## src/rtl/tt_um_jleugeri_ttt_event_drain_pkg.sv

```systemverilog
// Shared definitions for the event-drain block.
//   state_t      : drain FSM states (IDLE, EMIT)
//   DEFAULT_SIZE : default event-vector width
//   idx_width()  : number of bits needed to index a vector of a given width
package tt_um_jleugeri_ttt_event_drain_pkg;

  typedef enum logic {
    IDLE = 1'b0,
    EMIT = 1'b1
  } state_t;

  localparam int DEFAULT_SIZE = 8;

  // Never below 1, so a bit index always has at least one wire.
  function automatic int idx_width(input int size);
    return (size > 1) ? $clog2(size) : 1;
  endfunction

  localparam int DEFAULT_IDX_W = idx_width(DEFAULT_SIZE);

endpackage

```

## src/rtl/tt_um_jleugeri_ttt_lsb_find.sv

```systemverilog
// Combinational lowest-set-bit finder.
// Ports:
//   bits     (in)  : vector to scan
//   idx      (out) : index of the lowest set bit (0 when bits is empty)
//   nonempty (out) : at least one bit set
//   single   (out) : exactly one bit set
module tt_um_jleugeri_ttt_lsb_find
  import tt_um_jleugeri_ttt_event_drain_pkg::*;
#(
  parameter int SIZE = DEFAULT_SIZE,
  localparam int IW = idx_width(SIZE)
) (
  input  logic [SIZE-1:0] bits,
  output logic [IW-1:0]   idx,
  output logic            nonempty,
  output logic            single
);

  // Scan from the top down so the last hit (the lowest set bit) wins.
  always_comb begin
    idx = '0;
    for (int i = SIZE - 1; i >= 0; i--) begin
      if (bits[i]) idx = IW'(i);
    end
  end

  assign nonempty = |bits;
  // Clearing the lowest set bit leaves zero only for a one-hot vector.
  assign single   = nonempty && ((bits & (bits - SIZE'(1))) == '0);

endmodule

```

## src/rtl/tt_um_jleugeri_ttt_event_drain.sv

```systemverilog
// Event drain: snapshots an event bit vector on load and emits the index of
// each set bit, lowest first, over a valid/ready handshake.
// Optional feature: define RESPITE_EVENT_COUNT_EN to make count report the
// number of indices emitted since the last accepted load (saturating at
// SIZE); otherwise count is tied to zero and no counter exists.
// Ports:
//   clk, rst_n  : clock (rising edge), asynchronous active-low reset
//   in, load    : event vector and snapshot request (accepted only in IDLE)
//   busy        : a snapshot is being drained
//   out_valid   : out_idx holds a pending index
//   out_ready   : consumer accepts out_idx
//   out_idx     : lowest pending set-bit index (0 when not valid)
//   out_last    : current index is the final pending bit
//   done        : one-cycle pulse after a drain completes
//   count       : indices emitted since the last load (or 0)
module tt_um_jleugeri_ttt_event_drain
  import tt_um_jleugeri_ttt_event_drain_pkg::*;
#(
  parameter int SIZE = DEFAULT_SIZE
) (
  input  logic                     clk,
  input  logic                     rst_n,
  input  logic [SIZE-1:0]          in,
  input  logic                     load,
  output logic                     busy,
  output logic                     out_valid,
  input  logic                     out_ready,
  output logic [$clog2(SIZE)-1:0]  out_idx,
  output logic                     out_last,
  output logic                     done,
  output logic [$clog2(SIZE):0]    count
);

  localparam int IW = idx_width(SIZE);
  localparam int CW = $clog2(SIZE) + 1;

  state_t           state_reg, state_next;
  logic [SIZE-1:0]  pending_reg, pending_next;
  logic             done_reg, done_next;

  logic [IW-1:0]    low_idx;
  logic             nonempty;
  logic             single;
  logic             handshake;
  logic             load_accept;

  tt_um_jleugeri_ttt_lsb_find #(
    .SIZE (SIZE)
  ) u_lsb_find (
    .bits     (pending_reg),
    .idx      (low_idx),
    .nonempty (nonempty),
    .single   (single)
  );

  assign busy        = (state_reg == EMIT);
  assign out_valid   = busy;
  assign out_idx     = out_valid ? low_idx : '0;
  assign out_last    = out_valid & single;
  assign done        = done_reg;
  assign handshake   = out_valid & out_ready;
  assign load_accept = (state_reg == IDLE) & load;

  always_ff @(posedge clk or negedge rst_n) begin
    if (!rst_n) begin
      state_reg   <= IDLE;
      pending_reg <= '0;
      done_reg    <= 1'b0;
    end else begin
      state_reg   <= state_next;
      pending_reg <= pending_next;
      done_reg    <= done_next;
    end
  end

  always_comb begin
    state_next   = state_reg;
    pending_next = pending_reg;
    done_next    = 1'b0;
    case (state_reg)
      IDLE: begin
        if (load) begin
          pending_next = in;
          if (|in) begin
            state_next = EMIT;
          end else begin
            // Empty snapshot: nothing to emit, report completion at once.
            done_next = 1'b1;
          end
        end
      end
      EMIT: begin
        if (!nonempty) begin
          // Unreachable in normal operation; recover quietly to IDLE.
          state_next = IDLE;
        end else if (handshake) begin
          pending_next = pending_reg & ~(SIZE'(1) << low_idx);
          if (single) begin
            state_next = IDLE;
            done_next  = 1'b1;
          end
        end
      end
      default: begin
        state_next = IDLE;
      end
    endcase
  end

`ifdef RESPITE_EVENT_COUNT_EN
  logic [CW-1:0] count_reg, count_next;

  always_ff @(posedge clk or negedge rst_n) begin
    if (!rst_n) begin
      count_reg <= '0;
    end else begin
      count_reg <= count_next;
    end
  end

  always_comb begin
    count_next = count_reg;
    if (load_accept) begin
      count_next = '0;
    end else if (handshake && (count_reg != CW'(SIZE))) begin
      count_next = count_reg + 1'b1;
    end
  end

  assign count = count_reg;
`else
  logic unused_load_accept;
  assign unused_load_accept = load_accept;
  assign count = '0;
`endif

endmodule

```

## config.mk

```make
export PLATFORM = sky130hd
export DESIGN_NAME = tt_um_jleugeri_ttt_event_drain
export DESIGN_NICKNAME = d
export VERILOG_FILES = /design/src/rtl/tt_um_jleugeri_ttt_event_drain_pkg.sv /design/src/rtl/tt_um_jleugeri_ttt_lsb_find.sv /design/src/rtl/tt_um_jleugeri_ttt_event_drain.sv
export SDC_FILE = /design/constraint.sdc
export NUM_CORES = 1
export LEC_CHECK = 0
export ABC_AREA = 0
export BUFFER_PORTS_ARGS = -buffer_cell sky130_fd_sc_hd__buf_2
export CAP_MARGIN = 10
export CORE_MARGIN = 1.5
export CORE_UTILIZATION = 40
export DETAILED_ROUTE_END_ITERATION = 10
export HOLD_SLACK_MARGIN = 0.1
export PLACE_DENSITY = 0.62
export SYNTH_ARGS = -nofsm -noshare
export SYNTH_HDL_FRONTEND = slang
export SYNTH_HIERARCHICAL = 1
export SYNTH_SLANG_ARGS = --single-unit
```

## constraint.sdc

```tcl
create_clock -name clk -period 4.3 [get_ports clk]
set_input_delay 0.215 -clock clk [delete_from_list [all_inputs] [get_ports clk]]
set_output_delay 0.215 -clock clk [all_outputs]
set_load 0.02 [all_outputs]
```

# ---- Yosys cells after proc, flatten, opt, wreduce, memory -nomap -nowiden
# Index checks and enable logic that the tools add are counted.
dict set report op_classes {
  n_reduce_logical 5
  shift 1
  add_sub_neg 1
  n_eq_ne 3
  bitwise_logic 6
  mux 25
}
# op count
set op_table {}
lappend op_table {{$mux 3} 9}
lappend op_table {{$mux 8} 3}
lappend op_table {{$and 8x8->8} 2}
lappend op_table {{$pmux 8 s2} 1}
lappend op_table {{$reduce_or 8->1} 2}
lappend op_table {{$mux 1} 10}
lappend op_table {{$logic_not 8->1} 1}
lappend op_table {{$not 8->8} 1}
lappend op_table {{$shl 1x3->8 const A} 1}
lappend op_table {{$sub 8x1->8 const B} 1}
lappend op_table {{$ne 2x1->1 const B} 2}
lappend op_table {{$pmux 1 s2} 2}
lappend op_table {{$reduce_and 3->1} 1}
lappend op_table {{$and 1x1->1} 2}
lappend op_table {{$ne 2x2->1 const B} 1}
lappend op_table {{$logic_and 1x1->1} 1}
lappend op_table {{$not 1->1} 1}
dict set report totals {
  output_inout_bits 11
  register_bits 10
  elab_cells 44
  inputBits 12
}

# ---- Longest topological paths before layout
dict set report logic_depth {
  word_depth 14
  depth_mapped 7
  ltp_nobuf 7
}

# ---- By module
# The synthesis kept the hierarchy.
# mod n_inst area_per_inst_um2 seq_area_each_um2 cells_each
set modules_own_cells {}
lappend modules_own_cells {tt_um_jleugeri_ttt_event_drain 1 545.5 250.2 60}
lappend modules_own_cells {tt_um_jleugeri_ttt_lsb_find 1 162.7 0.0 24}

# ---- Worst setup path after synthesis
# OpenSTA, ideal clock, no wires.
dict set report synth_path {
  path_kind {flip-flop to output port}
  startpoint {register pending_reg[3]}
  endpoint {output port out_last}
  path_stages_with_launch 6
  required_time_ps 4085
  path_slack_ps 2483
  arrival_time_ps 1602
  path_buffers 0
  path_cell_list {dfrtp_1 nor4_4 inv_1 a2111oi_2 o22a_1 and2_1}
}
dict set report synth_via {
  elab_chain_len 5
  word_cells_on_any_way 6
  cone_classes {add/sub (1); bitwise (2); reduce/logical (3)}
}
# element line_no
set synth_rtl {}
lappend synth_rtl {{start: declaration} tt_um_jleugeri_ttt_event_drain.sv:38} ;# logic [SIZE-1:0] pending_reg, pending_next;
lappend synth_rtl {{start signal: assignment} tt_um_jleugeri_ttt_event_drain.sv:71} ;# pending_reg <= pending_next;
lappend synth_rtl {{$sub 8x1->8} tt_um_jleugeri_ttt_lsb_find.sv:29} ;# assign single = nonempty && ((bits & (bits - SIZE'(1))) == '0);
lappend synth_rtl {{$and 8x8->8} tt_um_jleugeri_ttt_lsb_find.sv:29}
lappend synth_rtl {{$logic_not 8->1} tt_um_jleugeri_ttt_lsb_find.sv:29}
lappend synth_rtl {{$logic_and 1x1->1 (*)} tt_um_jleugeri_ttt_lsb_find.sv:29}
lappend synth_rtl {{via single} tt_um_jleugeri_ttt_event_drain.sv:43} ;# logic single;
lappend synth_rtl {{$and 1x1->1 (*)} tt_um_jleugeri_ttt_event_drain.sv:59} ;# assign out_last = out_valid & single;
lappend synth_rtl {{end: declaration} tt_um_jleugeri_ttt_event_drain.sv:29} ;# output logic out_last,
# The timed path passes the listed nets; every way through them passes the cells marked *.

# ---- Worst setup path in the final report
dict set report layout_path {
  startpoint {register pending_reg[2]}
  endpoint {output port out_last}
}
# Same word-level chain as after synthesis.

==> metrics.txt <==
YS warnings=6; Layout Utilization=48.37%; total gr overflow=0; First-pass DRT Iterations=4; Crit path max-delay family=compound AO/OA/AOI/OAI gates; main flop type after synthesis=dfrtp_1; power density over the cells=768.6 nW/um^2; initial core utilization=41.93%; CTS max path bufs=2; HPWL after DPL=1188 um; vias in the first global route=580; Max Fclk=448.0 MHz; Lkg Pwr=0.3509 nW; gr usage total=16.63%; largest cells by area after synthesis=dfrtp_1 35%, o21ai_0 7.8%, nand2_1 6.9%; relative slew slack=38.79%; max cap viols=0; cells after synthesis=84; filler instances=162; Die H=45.08 um; post-DR wirelength/cell=12.58 um; RSZ-0062 raised after global routing=false; Worst Max-Slew Pin Slew=916.2 ps; die width=45.08 um; clk_skew=6.638 ps; layout cells sized above 1=25.24%; CTS HTree Levels=1; antenna-violating nets left=0; post-synthesis sequential area ratio=35.34%; # DRC=0; largest net degree at the start of global routing=19; CP Data Arrival Time=2020 ps; Design Area, Final=817.0 sq um; CTS root buffer=clkbuf_4; final setup vio count=0; synthesized cell area=708.2 sq um; IO Port Bufs=18; Yosys top cell area share=35.34%; CTS sink cnt=10; CP Cell Sequence=nor4_4 -> inv_1 -> a2111oi_2 -> o22a_1 -> and2_1 -> buf_2; Placement Cell Area=770.7 sq um; Total Wirelength=1510 um; Fin. Hold Viols=0; n_diodes=0; wire length of the first global-routing pass=2504 um; synthesis-stage register bit count=10; Post-synth ARST share=100.0%; commonest non-fill, non-tap cell in the layout=buf_2; Max Transition Viols Final=0; initial antenna violation count=0; Worst Hold Class=in2reg; IO Pins=23; core footprint=1689 sq um; crit path time final=2232 ps; Clk pin slew, worst setup/hold paths=60 ps; total number of vias=644; Final Wtd Congestion=0.8177; CTS tree=built; 1st-iter DRT viols=12; Layout Nets=116; Largest register FFs=8; main combinational cell family by area after synthesis=simple AND/OR/NAND/NOR gates; cell accounting for the most synthesized area=dfrtp_1; most frequent cells in the layout=18 x buf_2, 13 x nand2_1, 11 x o21ai_0; peak supply drop=298.1 uV; Avg Cell Area, Syn=8.431 sq um; Synth Area in XOR/XNOR=1.237%; Synth Area in Compound Gates=21.73%; die area=2032 sq um; Simple-Gate Fraction of Synth Area=29.68%; Resize count post-CTS=0; Num CTS Buffers=3; worst endpoint required time=4090 ps; Post-synth EDFFs=0; Final period util=51.91%; setup tns final=0 ps; critical path endpoint category=output port; CP peak stage delay=450 ps; status=complete, no violations; post-synthesis mux area share=0%; Slowest cell on crit path=dfrtp_1; Yosys cell types=30; Post-Synth Adder-Cell Area=1.413%; Area Growth Syn to Fin=15.37%; kind of critical path=reg2out; row count=15; CP Buf/Inv Count=2; Vias/cell=5.367; Worst Path Max Fanout=6; Worst Setup Start Kind=register; worst-skew pair later-pin latency=260 ps
repair_timing:
| item | in CTS | in global routing |
|---|---|---|
| hold endpoints to repair | 10 | 0 |
| setup buffers | 0 | 0 |
| hold buffers | 1 | 0 |
kinds of logic after synthesis:
| family | Yosys count |
|---|---|
| flops | 10 |
| fa+ha+maj | 1 |
| other cells | 1 |
| simple gates | 37 |
| compound gates | 24 |
| xor+xnor | 1 |
| buf+inv | 10 |
through the flow:
step	hold WS, ps	cells	total power, mW	worst slack, ps
after CTS	181.4	120	0.6284	2062
after floorplan	-80.59	87	0.4676	2483
final	178.0	120	0.6280	2068
after global placement	81.44	115	0.5400	2394
after detailed placement	80.81	115	0.5441	2339
after global routing	187.2	120	0.6835	1861
routing by layer:
metal	up-vias	global-route usage (%)	routed length, um	share of wire (%)
li1	331	-	-	-
met1	295	23.87	750	50
met2	16	25.71	700	46
met3	2	2.400	44	2.9
met4	0	5.294	14	0.93
met5	-	0	0	0
synthesized netlist by cell type (3+ instances only):
cell,instances
and2_1,4
buf_4,5
dfrtp_1,10
inv_1,3
nand2_1,13
nand2b_1,3
nor2_1,3
nor3_1,4
o21ai_0,11
o21ai_1,3
worst register-to-register path: stages, from the launching register on:
cell	delay, ps
dfrtp_1	450
nor4_4	370
inv_1	120
a2111oi_2	340
o22a_1	210
nand2_1	90
a32o_1	270
area by class of cell:
cell class / instances / area (sq um) / share of cell area [%]
clock buffer: 4 / 36.28 / 4.441
inverter: 3 / 11.26 / 1.378
multi-input combinational: 67 / 397.9 / 48.70
sequential: 10 / 250.2 / 30.63
tap: 17 / 21.27 / 2.603
timing repair buffer: 19 / 100.1 / 12.25
final timing paths:
| check | start | to | slack (ps) | depth (start not counted) |
|---|---|---|---|---|
| max in group asynchronous | rst_n | pending_reg[6] | 3770 | 2 |
| hold / removal | in[4] | pending_reg[4] | 180 | 3 |
| min in group asynchronous | rst_n | busy | 340 | 2 |
| setup / recovery | pending_reg[2] | out_last | 2070 | 6 |
| setup reg to reg | pending_reg[2] | busy | 2350 | 6 |
| hold reg to reg | pending_reg[7] | pending_reg[7] | 640 | 2 |
power by group:
group | switching [mW] | internal (mW)
Clock | 0.0317 | 0.0513
Combinational | 0.200 | 0.137
Sequential | 0.0714 | 0.136
(Power assumes the default switching activity.)
